## src/rtl/d_bridge_pkg.sv

```systemverilog
// d_bridge_pkg: shared types and helpers for the data-side sram bridge.
//   state_t      : bridge FSM states (IDLE, ADDR, DATA, DONE)
//   SIZE_B/H/W   : sram-like bus size codes (byte, half, word)
//   wen_to_size  : maps a byte write-select pattern to a bus size
package d_bridge_pkg;

  typedef enum logic [1:0] {
    IDLE = 2'd0,
    ADDR = 2'd1,
    DATA = 2'd2,
    DONE = 2'd3
  } state_t;

  localparam logic [1:0] SIZE_B = 2'd0;
  localparam logic [1:0] SIZE_H = 2'd1;
  localparam logic [1:0] SIZE_W = 2'd2;

  // Single lanes are bytes, aligned lane pairs are halves; everything else
  // (including three-lane unaligned-store patterns) goes out as a word.
  function automatic logic [1:0] wen_to_size(input logic [3:0] wen);
    logic [1:0] size_v;
    case (wen)
      4'b0001, 4'b0010, 4'b0100, 4'b1000: size_v = SIZE_B;
      4'b0011, 4'b1100:                   size_v = SIZE_H;
      default:                            size_v = SIZE_W;
    endcase
    return size_v;
  endfunction

endpackage

```

## src/rtl/d_size_enc.sv

```systemverilog
// d_size_enc: combinational request-field encoder for the data bridge.
// Ports:
//   mem_wen    in  4       byte write-select (0 = read)
//   mem_rsize  in  2       read size
//   mem_addr   in  ADDR_W  access address
//   data_wr    out 1       1 = write
//   data_size  out 2       bus size
//   data_addr  out ADDR_W  bus address (word-aligned for word accesses)
//   data_wstrb out 4       byte strobe (0 for reads)
module d_size_enc
  import d_bridge_pkg::*;
#(
  parameter int ADDR_W = 32
) (
  input  logic [3:0]        mem_wen,
  input  logic [1:0]        mem_rsize,
  input  logic [ADDR_W-1:0] mem_addr,
  output logic              data_wr,
  output logic [1:0]        data_size,
  output logic [ADDR_W-1:0] data_addr,
  output logic [3:0]        data_wstrb
);

  // Derive direction, size, aligned address and strobe from the M-stage fields.
  always_comb begin
    data_wr    = |mem_wen;
    data_wstrb = mem_wen;
    if (data_wr) begin
      data_size = wen_to_size(mem_wen);
    end else begin
      data_size = mem_rsize;
    end
    if (data_size == SIZE_W) begin
      data_addr = {mem_addr[ADDR_W-1:2], 2'b00};
    end else begin
      data_addr = mem_addr;
    end
  end

endmodule

```

## src/rtl/d_sram_bridge.sv

```systemverilog
// d_sram_bridge: M-stage data access to sram-like bus bridge.
// Issues one bus transaction per M-stage access, stalls the pipeline until it
// completes and holds the returned word until the pipeline advances.
// Optional LL/SC support is enabled with the macro LLBIT_EN.
// Ports:
//   clk, rst                 clock, asynchronous active-high reset
//   mem_en/wen/rsize/addr/wdata  M-stage access
//   flush, longest_stall     pipeline cancel / external hold
//   ll_en, sc_en, llbit_clr  LL/SC controls (used only with LLBIT_EN)
//   mem_rdata, d_stall       raw read word and stall request to the pipeline
//   llbit, sc_ok             LL bit and SC success
//   data_*                   sram-like bus master interface
module d_sram_bridge
  import d_bridge_pkg::*;
#(
  parameter int ADDR_W = 32,
  parameter int DATA_W = 32
) (
  input  logic              clk,
  input  logic              rst,
  input  logic              mem_en,
  input  logic [3:0]        mem_wen,
  input  logic [1:0]        mem_rsize,
  input  logic [ADDR_W-1:0] mem_addr,
  input  logic [DATA_W-1:0] mem_wdata,
  input  logic              flush,
  input  logic              longest_stall,
  input  logic              ll_en,
  input  logic              sc_en,
  input  logic              llbit_clr,
  output logic [DATA_W-1:0] mem_rdata,
  output logic              d_stall,
  output logic              llbit,
  output logic              sc_ok,
  output logic              data_req,
  output logic              data_wr,
  output logic [1:0]        data_size,
  output logic [ADDR_W-1:0] data_addr,
  output logic [DATA_W-1:0] data_wdata,
  output logic [3:0]        data_wstrb,
  input  logic              data_addr_ok,
  input  logic              data_data_ok,
  input  logic [DATA_W-1:0] data_rdata
);

  state_t              state_r;
  state_t              state_n_s;
  logic                cancel_r;
  logic [DATA_W-1:0]   rdata_r;
  logic                wr_r;
  logic [1:0]          size_r;
  logic [ADDR_W-1:0]   addr_r;
  logic [DATA_W-1:0]   wdata_r;
  logic [3:0]          wstrb_r;

  logic                enc_wr_s;
  logic [1:0]          enc_size_s;
  logic [ADDR_W-1:0]   enc_addr_s;
  logic [3:0]          enc_wstrb_s;

  logic                req_s;
  logic                stall_s;
  logic                load_s;
  logic                sc_block_s;
  logic                data_done_s;

  d_size_enc #(.ADDR_W(ADDR_W)) u_size_enc (
    .mem_wen    (mem_wen),
    .mem_rsize  (mem_rsize),
    .mem_addr   (mem_addr),
    .data_wr    (enc_wr_s),
    .data_size  (enc_size_s),
    .data_addr  (enc_addr_s),
    .data_wstrb (enc_wstrb_s)
  );

  assign data_done_s = (state_r == DATA) && data_data_ok;

`ifdef LLBIT_EN
  logic ll_r;
  logic llbit_r;

  assign sc_block_s = sc_en & ~llbit_r;
  assign sc_ok      = ~sc_block_s;
  assign llbit      = llbit_r;

  // LL bit: set by a completed, non-cancelled LL read; clear has priority.
  always_ff @(posedge clk or posedge rst) begin
    if (rst) begin
      llbit_r <= 1'b0;
    end else if (llbit_clr) begin
      llbit_r <= 1'b0;
    end else if (data_done_s && ll_r && !cancel_r) begin
      llbit_r <= 1'b1;
    end else begin
      llbit_r <= llbit_r;
    end
  end

  // Remember whether the outstanding transaction is an LL read.
  always_ff @(posedge clk or posedge rst) begin
    if (rst) begin
      ll_r <= 1'b0;
    end else if (load_s) begin
      ll_r <= ll_en & ~enc_wr_s;
    end else begin
      ll_r <= ll_r;
    end
  end
`else
  logic unused_s;
  assign unused_s   = ^{ll_en, sc_en, llbit_clr};
  assign sc_block_s = 1'b0;
  assign sc_ok      = 1'b1;
  assign llbit      = 1'b0;
`endif

  // Next state, request issue and stall generation.
  always_comb begin
    state_n_s = state_r;
    req_s     = 1'b0;
    stall_s   = 1'b0;
    load_s    = 1'b0;
    case (state_r)
      IDLE: begin
        req_s   = mem_en & ~flush & ~sc_block_s;
        stall_s = req_s;
        if (req_s) begin
          load_s    = 1'b1;
          state_n_s = data_addr_ok ? DATA : ADDR;
        end else begin
          state_n_s = IDLE;
        end
      end
      ADDR: begin
        // Once offered, the request stays up until accepted.
        req_s   = 1'b1;
        stall_s = 1'b1;
        if (data_addr_ok) begin
          state_n_s = DATA;
        end else begin
          state_n_s = ADDR;
        end
      end
      DATA: begin
        stall_s = ~data_data_ok;
        if (data_data_ok) begin
          state_n_s = (longest_stall && !cancel_r) ? DONE : IDLE;
        end else begin
          state_n_s = DATA;
        end
      end
      DONE: begin
        if (!longest_stall || flush) begin
          state_n_s = IDLE;
        end else begin
          state_n_s = DONE;
        end
      end
      default: begin
        state_n_s = IDLE;
      end
    endcase
    // An orphaned transaction blocks any new access until it drains.
    if (cancel_r) begin
      stall_s = mem_en;
    end else begin
      stall_s = stall_s;
    end
  end

  // Bus fields come live from the encoder in IDLE, otherwise from the latch.
  always_comb begin
    if (state_r == IDLE) begin
      data_wr    = enc_wr_s;
      data_size  = enc_size_s;
      data_addr  = enc_addr_s;
      data_wdata = mem_wdata;
      data_wstrb = enc_wstrb_s;
    end else begin
      data_wr    = wr_r;
      data_size  = size_r;
      data_addr  = addr_r;
      data_wdata = wdata_r;
      data_wstrb = wstrb_r;
    end
  end

  // Reset forces the handshake outputs low without waiting for a clock edge.
  assign data_req  = req_s & ~rst;
  assign d_stall   = stall_s & ~rst;
  assign mem_rdata = data_done_s ? data_rdata : rdata_r;

  // FSM state register.
  always_ff @(posedge clk or posedge rst) begin
    if (rst) begin
      state_r <= IDLE;
    end else begin
      state_r <= state_n_s;
    end
  end

  // Latch the request fields when a new transaction is launched.
  always_ff @(posedge clk or posedge rst) begin
    if (rst) begin
      wr_r    <= 1'b0;
      size_r  <= 2'd0;
      addr_r  <= {ADDR_W{1'b0}};
      wdata_r <= {DATA_W{1'b0}};
      wstrb_r <= 4'd0;
    end else if (load_s) begin
      wr_r    <= enc_wr_s;
      size_r  <= enc_size_s;
      addr_r  <= enc_addr_s;
      wdata_r <= mem_wdata;
      wstrb_r <= enc_wstrb_s;
    end else begin
      wr_r    <= wr_r;
      size_r  <= size_r;
      addr_r  <= addr_r;
      wdata_r <= wdata_r;
      wstrb_r <= wstrb_r;
    end
  end

  // Cancel marks an in-flight transaction flushed in M; it ends with data_ok.
  always_ff @(posedge clk or posedge rst) begin
    if (rst) begin
      cancel_r <= 1'b0;
    end else if (data_done_s) begin
      cancel_r <= 1'b0;
    end else if (flush && (state_r == ADDR || state_r == DATA)) begin
      cancel_r <= 1'b1;
    end else begin
      cancel_r <= cancel_r;
    end
  end

  // Hold the returned word; data from a cancelled transaction is dropped.
  always_ff @(posedge clk or posedge rst) begin
    if (rst) begin
      rdata_r <= {DATA_W{1'b0}};
    end else if (data_done_s && !cancel_r) begin
      rdata_r <= data_rdata;
    end else begin
      rdata_r <= rdata_r;
    end
  end

endmodule
```

## config.mk

```make
export PLATFORM = sky130hd
export DESIGN_NAME = d_sram_bridge
export DESIGN_NICKNAME = d
export VERILOG_FILES = /design/src/rtl/d_bridge_pkg.sv /design/src/rtl/d_size_enc.sv /design/src/rtl/d_sram_bridge.sv
export SDC_FILE = /design/constraint.sdc
export NUM_CORES = 1
export LEC_CHECK = 0
export CORE_ASPECT_RATIO = 0.7
export CORE_MARGIN = 2
export CORE_UTILIZATION = 40
export CTS_CLUSTER_DIAMETER = 150
export DETAILED_ROUTE_END_ITERATION = 7
export PLACE_DENSITY = 0.78
export REMOVE_ABC_BUFFERS = 1
export SYNTH_ARGS = -nofsm -noshare
export SYNTH_HDL_FRONTEND = slang
export SYNTH_SLANG_ARGS = --single-unit
```

## constraint.sdc

```tcl
create_clock -name clk -period 3.55 [get_ports clk]
set_input_delay 0.71 -clock clk [delete_from_list [all_inputs] [get_ports clk]]
set_output_delay 0.71 -clock clk [all_outputs]
set_load 0.05 [all_outputs]
```

==> results of run 1 <==
-- cell usage after synthesis (2+ instances only) --
master / instances
mux2_4: 9
nor2_1: 4
nand3_1: 2
dfrtp_1: 106
conb_1: 2
a21oi_1: 8
buf_2: 17
inv_1: 8
nand2_2: 2
nand2_1: 8
ha_1: 5
buf_4: 5
nor3_1: 2
mux2i_1: 3
o22ai_1: 2
nand3b_1: 2
buf_6: 2
mux2_2: 186
o21ai_0: 8
-- power groups by stage --
stage                     logic [W]  registers [W]  clock network, W
final                       0.00275        0.00176           0.00106
after global routing        0.00287        0.00181           0.00114
after CTS                   0.00278        0.00176           0.00109
after detailed placement    0.00276        0.00178                 0
after global placement      0.00273        0.00175                 0
after floorplan             0.00198        0.00172                 0
-- path summary, 6_finish.rpt --
path / startpoint / to / slack [ps]
worst max-delay path: state_r[0] / data_addr[6] / 270
worst min-delay path: size_r[1] / size_r[1] / 490
worst max register to register: state_r[0] / rdata_r[29] / 960
worst min register to register: size_r[1] / size_r[1] / 490
max in group asynchronous: rst / wdata_r[8] / 1980
min in group asynchronous: rst / cancel_r / 780
-- registers in the layout (all words and copies together) (netlist names) --
| register | flops |
|---|---|
| state_r | 2 |
| cancel_r | 1 |
| wdata_r | 32 |
| wstrb_r | 4 |
| wr_r | 1 |
| addr_r | 32 |
| rdata_r | 32 |
| size_r | 2 |
-- worst max-delay path: stages, from the launching register on --
cell and delay (ps):
dfrtp_1 400, inv_1 150, ha_4 170, buf_4 370, mux2_2 380, clkdlybuf4s50_1 740
-- metrics by stage --
stage / setup TNS [ps] / power [W] / instances
3_3_place_gp: 0 / 0.004479 / 771
5_1_grt: 0 / 0.005819 / 787
3_5_place_dp: 0 / 0.004545 / 771
6_report: 0 / 0.005572 / 787
4_1_cts: 0 / 0.005621 / 787
2_1_floorplan: -74040 / 0.003699 / 366
-- per-layer routing --
metal	vias to the layer above	track usage, %
met5	-	0
met4	0	5.128
met3	18	5.626
met2	139	29.30
met1	1910	23.43
li1	1804	-
-- cell type report --
type,instances,share of cell area [%]
clock buffers,12,2.960
clock inverters,4,0.9552
repair buffers,220,26.78
flip-flops and latches,106,33.20
well taps,185,2.897
inverters,8,0.4071
multi-input cells,252,32.81
-- placed cells by master (no fill, tap or decap), drive strengths merged --
cell type	n
inv	8
nand2	10
nor3	2
a211o	1
nand2b	1
nand3	2
a211oi	1
clkinv	1
nand3b	2
ha	5
mux2i	3
a21boi	1
o21ai	8
nor2b	2
clkinvlp	1
nor2	5
nor4	1
conb	2
o22ai	2
clkbuf	12
clkdlybuf4s50	175
a21oi	8
buf	45
mux2	196
bufinv	2
dfrtp	106
-- cells by family (layout without fill, tap and decap cells) --
family | after synthesis | after routing
muxes | 199 | 199
DFF | 106 | 106
buffers and inverters | 32 | 244
and+or+nand+nor | 25 | 25
AOI/OAI and AO/OA | 21 | 21
adders and majority gates | 5 | 5
other | 2 | 2
==> results by group, run 1 <==
Placed design
  • # port buffers: 213
  • Area of placed instances: 7677 sq um
  • RD Place Congestion: 0.8284
  • Dpl ws: 360.6 ps
  • DPL Wire Length: 9.480 mm

Timing
  • RSZ-0062 raised after global routing: no
  • Worst Slack Setup Final: 274.9 ps
  • Slew Limit Fails: 0
  • Worst Skew: 5.852 ps
  • F_max: 0.3053 GHz
  • Tightest Pin Transition: 1000 ps
  • Hold Violations, Final: 0
  • Worst hold slack: 487.4 ps
  • Relative slew slack: 33.32%
  • Period utilization: 92.26%
  • Min Tclk post-route: 3275 ps
  • Setup violators final: 0

Synthesis
  • Multiplexer share of the synthesized area: 41.81%
  • Mean Syn Cell Area: 13.93 sq um
  • Flops & latches, synth: 106
  • Count of cell types in the netlist: 28
  • Combinational family with the most area after synthesis: multiplexers
  • Mapped Cells: 390
  • Synth Flop Type: dfrtp_1
  • Async SR Flop Fraction: 100.0%
  • Post-synthesis compound-gate area fraction: 2.142%
  • Post-synthesis instance area: 5431 sq um
  • EDFF count, synth: 0
  • Yosys warning count: 0
  • Synth area leader: dfrtp_1
  • Yosys top cell area share: 48.84%
  • Top cells by area, synth: dfrtp_1 49%, mux2_2 39%, mux2_4 2.5%
  • Synth Area in XOR/XNOR: 0%
  • Simple-gate share of the synthesized area: 2.695%
  • Sequential area share after synthesis: 48.84%
  • Synth Area in Adders: 1.152%

Critical path
  • Worst EP arrival: 2570 ps
  • Worst r2r path cells: 7
  • Crit path kind: reg2out
  • Worst setup SP type: register
  • Crit path max fanout: 29
  • Crit end category: output port
  • Data required, critical path: 2840 ps

CTS
  • Clock insertion delay at the later pin of the skew report: 330 ps
  • CTS Buf Count: 9
  • CTS tree: done
  • CTS root buf: clkbuf_16
  • Maximum root-to-sink buffer count: 2
  • Number of cells upsized or downsized after cts: 0
  • CTS sink count: 106
  • # Post-CTS Setup Buffers: 0
  • CTS H-tree lvls: 3
  • Clock transition at the registers of the reported paths: 70 ps
  • CTS Hold Bufs: 0

Global routing
  • Global-route usage over all layers: 18.00%
  • Initial antenna violation count: 0
  • First-pass GRT wire length: 20.86 mm
  • Largest net degree at the start of global routing: 77
  • Grt total ovfl: 0
  • Number of global-route vias before repair: 4174

Die
  • Ports: 219
  • Die ar.: 14540 sq um
  • Core area: 13230 sq um
  • Initial Utilization: 41.07%
  • Chip width: 143.3 um
  • # rows: 35
  • Die Ht: 101.5 um

Detailed routing
  • Wire length per cell: 16.60 um
  • Wire length on met1: 5.910 mm
  • Via Count: 3871
  • Antenna Violating Nets Remaining: 0
  • Met2 wire len: 6.023 mm
  • Highest routed metal layer: met4
  • Routed met3 length: 931 um
  • Drt via density: 4.919
  • Total Wirelength: 13.07 mm
  • Initial drt markers: 114
  • DRC viols: 0
  • Drt pass-1 iters: 4

Pwr
  • Share of total power in the clock network: 19.0%
  • Leak: 3.381 nW
  • Reg power frac: 31.6%
  • Switching share of power: 40.26%
  • Maximum VDD drop: 0.5735 mV
  • P per Cell Area: 697.4 nW/um^2
  • Net Switching: 0.002244 W
  • P_int: 0.003329 W
  • Combinational Power Share: 49.3%

Layout
  • Multi-input gate area: 2621 sq um
  • Nets: 714
  • Reg area: 2653 sq um
  • Utilization after layout: 60.42%
  • N_diodes: 0
  • Share of layout cells above drive strength 1: 43.19%
  • FILL cells: 1058
  • Final instance area: 7990 sq um
  • Area grow syn2layout: 47.11%

Hold path
  • Hold depth: 2
  • Min-Delay Path Class: reg2reg

Job
  • Maxcap violations: 0

Run status
  • Outcome: complete, no violations
No activity file was read; power rests on OpenSTA's default activity.
==> inputs of run 2 (changes only) <==
Settings changed: PLACE_DENSITY 0.78 to 0.84.
==> run 2 against run 1 <==
  * Total power shrank 0.31%
  * Core utilization up 0.26 points
  * Fmax is 1.3% lower
  * Critical endpoint is now data_wdata[10]
  * Largest cell class unchanged
==> results by group, run 2 (synthesized netlist as in run 1, its figures left out) <==
Pwr
  • Share of total power in the clock network: 18.6%
  • Maximum VDD drop: 0.4478 mV
  • Net Switching: 0.002273 W
  • P per Cell Area: 692.3 nW/um^2
  • P_int: 0.003282 W
  • Reg power frac: 31.7%
  • Leak: 3.400 nW
  • Switching share of power: 40.91%
  • Combinational Power Share: 49.7%

Critical path
  • Crit end category: output port
  • CP peak stage delay: 720 ps
  • Crit path max fanout: 31
  • Cells along the critical path: inv_1 -> ha_4 -> buf_12 -> mux2_2 -> clkdlybuf4s50_1
  • Worst setup SP type: register
  • Worst EP arrival: 2610 ps
  • Crit path kind: reg2out
  • Data required, critical path: 2840 ps
  • Max stage delay cell, worst path: clkdlybuf4s50_1

CTS
  • CTS tree: done
  • CTS sink count: 106
  • Clock transition at the registers of the reported paths: 70 ps
  • Maximum root-to-sink buffer count: 2
  • CTS H-tree lvls: 3
  • CTS Buf Count: 9
  • CTS root buf: clkbuf_16
  • Number of cells upsized or downsized after cts: 0
  • Clock insertion delay at the later pin of the skew report: 340 ps
  • CTS Hold Bufs: 0
  • # Post-CTS Setup Buffers: 0

Layout
  • Share of layout cells above drive strength 1: 43.69%
  • Biggest regs: addr_r x32, rdata_r x32, wdata_r x32
  • N_diodes: 0
  • Area grow syn2layout: 47.73%
  • Nets: 714
  • Post-route non-filler standard cell count: 787
  • Most frequent cells in the layout: 186 x mux2_2, 175 x clkdlybuf4s50_1, 106 x dfrtp_1
  • FILL cells: 1068
  • Commonest non-fill, non-tap cell in the layout: mux2_2
  • Utilization after layout: 60.67%

Placed design
  • Cell count after placement: 771
  • DPL Wire Length: 9.169 mm
  • # port buffers: 213
  • Dpl ws: 363.7 ps
  • RD Place Congestion: 0.7208

Timing
  • Slew Limit Fails: 0
  • Worst Slack Setup Final: 230.9 ps
  • Setup TNS: 0 ps
  • Relative slew slack: 33.99%
  • Worst Skew: 10.63 ps
  • F_max: 0.3013 GHz
  • Hold Violations, Final: 0
  • Period utilization: 93.50%
  • RSZ-0062 raised after global routing: no
  • Setup violators final: 0
  • Min Tclk post-route: 3319 ps
  • Tightest Pin Transition: 990.2 ps

Die
  • Die Ht: 101.5 um
  • Core area: 13230 sq um
  • # rows: 35
  • Chip width: 143.3 um
  • Die ar.: 14540 sq um
  • Ports: 219
  • Initial Utilization: 41.07%

Run status
  • Outcome: complete, no violations

Global routing
  • Initial antenna violation count: 0
  • Number of global-route vias before repair: 3964
  • Global-route usage over all layers: 17.20%
  • Largest net degree at the start of global routing: 77
  • First-pass GRT wire length: 19.98 mm
  • Grt total ovfl: 0

Hold path
  • Min-Delay Path Class: reg2reg

Detailed routing
  • Routed met3 length: 913 um
  • Drt pass-1 iters: 4
  • Antenna Violating Nets Remaining: 0
  • Wire length per cell: 16.14 um
  • Met2 wire len: 6.078 mm
  • Initial drt markers: 92
  • Via Count: 3858
  • Drt via density: 4.902
  • DRC viols: 0
  • Wire length on met1: 5.603 mm
  • Total Wirelength: 12.70 mm
  • Highest routed metal layer: met4

Job
  • Maxcap violations: 0
[run 2: cell count changes in the layout (fill, tap and decap cells not counted), sizes merged]
cell / change
inv: +5
clkbuf: -3
bufinv: -1
clkinv: -1
[run 2: final timing paths]
kind | slack, ps | endpoint | startpoint | cells past startpoint
worst max register to register | 1330 | addr_r[7] | state_r[0] | 5
worst min-delay path | 480 | rdata_r[7] | rdata_r[7] | 1
worst min register to register | 480 | rdata_r[7] | rdata_r[7] | 1
worst max-delay path | 230 | data_wdata[10] | state_r[0] | 5
max in group asynchronous | 2200 | wdata_r[17] | rst | 3
min in group asynchronous | 710 | wdata_r[18] | rst | 2
[run 2: power by group through the flow]
| stage | clock network, W | logic, W | registers [W] |
|---|---|---|---|
| after global placement | 0 | 0.00274 | 0.00175 |
| after global routing | 0.00112 | 0.00289 | 0.00181 |
| after floorplan | 0 | 0.00198 | 0.00172 |
| after detailed placement | 0 | 0.00278 | 0.00178 |
| final | 0.00103 | 0.00276 | 0.00176 |
| after CTS | 0.00108 | 0.00279 | 0.00176 |
[run 2: worst max-delay path, delay by kind of cell, from the launching register on]
kind	cells	cell delay, ps
DFF	1	410
adders and majority gates	1	360
buffers and inverters	3	1130
muxes	1	360
[run 2: metrics by stage]
stage,power [W],hold WS (ps),instance area (sq um)
2_1_floorplan,0.003699,449.8,5286
3_3_place_gp,0.004489,464.0,7715
3_5_place_dp,0.004562,472.1,7715
4_1_cts,0.005628,488.8,8024
5_1_grt,0.005817,504.3,8024
6_report,0.005555,481.5,8024
[run 2: final cells by class]
cell class	count	area, sq um	share of cell area, %
sequential	106	2653	33.06
multi-input combinational	252	2621	32.67
timing repair buffer	220	2177	27.13
tap	185	231.5	2.885
clock buffer	9	225.2	2.807
clock inverter	7	83.83	1.045
inverter	8	32.53	0.4054
[run 2: routing by layer]
layer,global-route usage [%],vias to the layer above
met1,22.60,1915
met3,4.681,10
met4,3.846,0
met5,0,-
li1,-,1808
met2,28.78,125
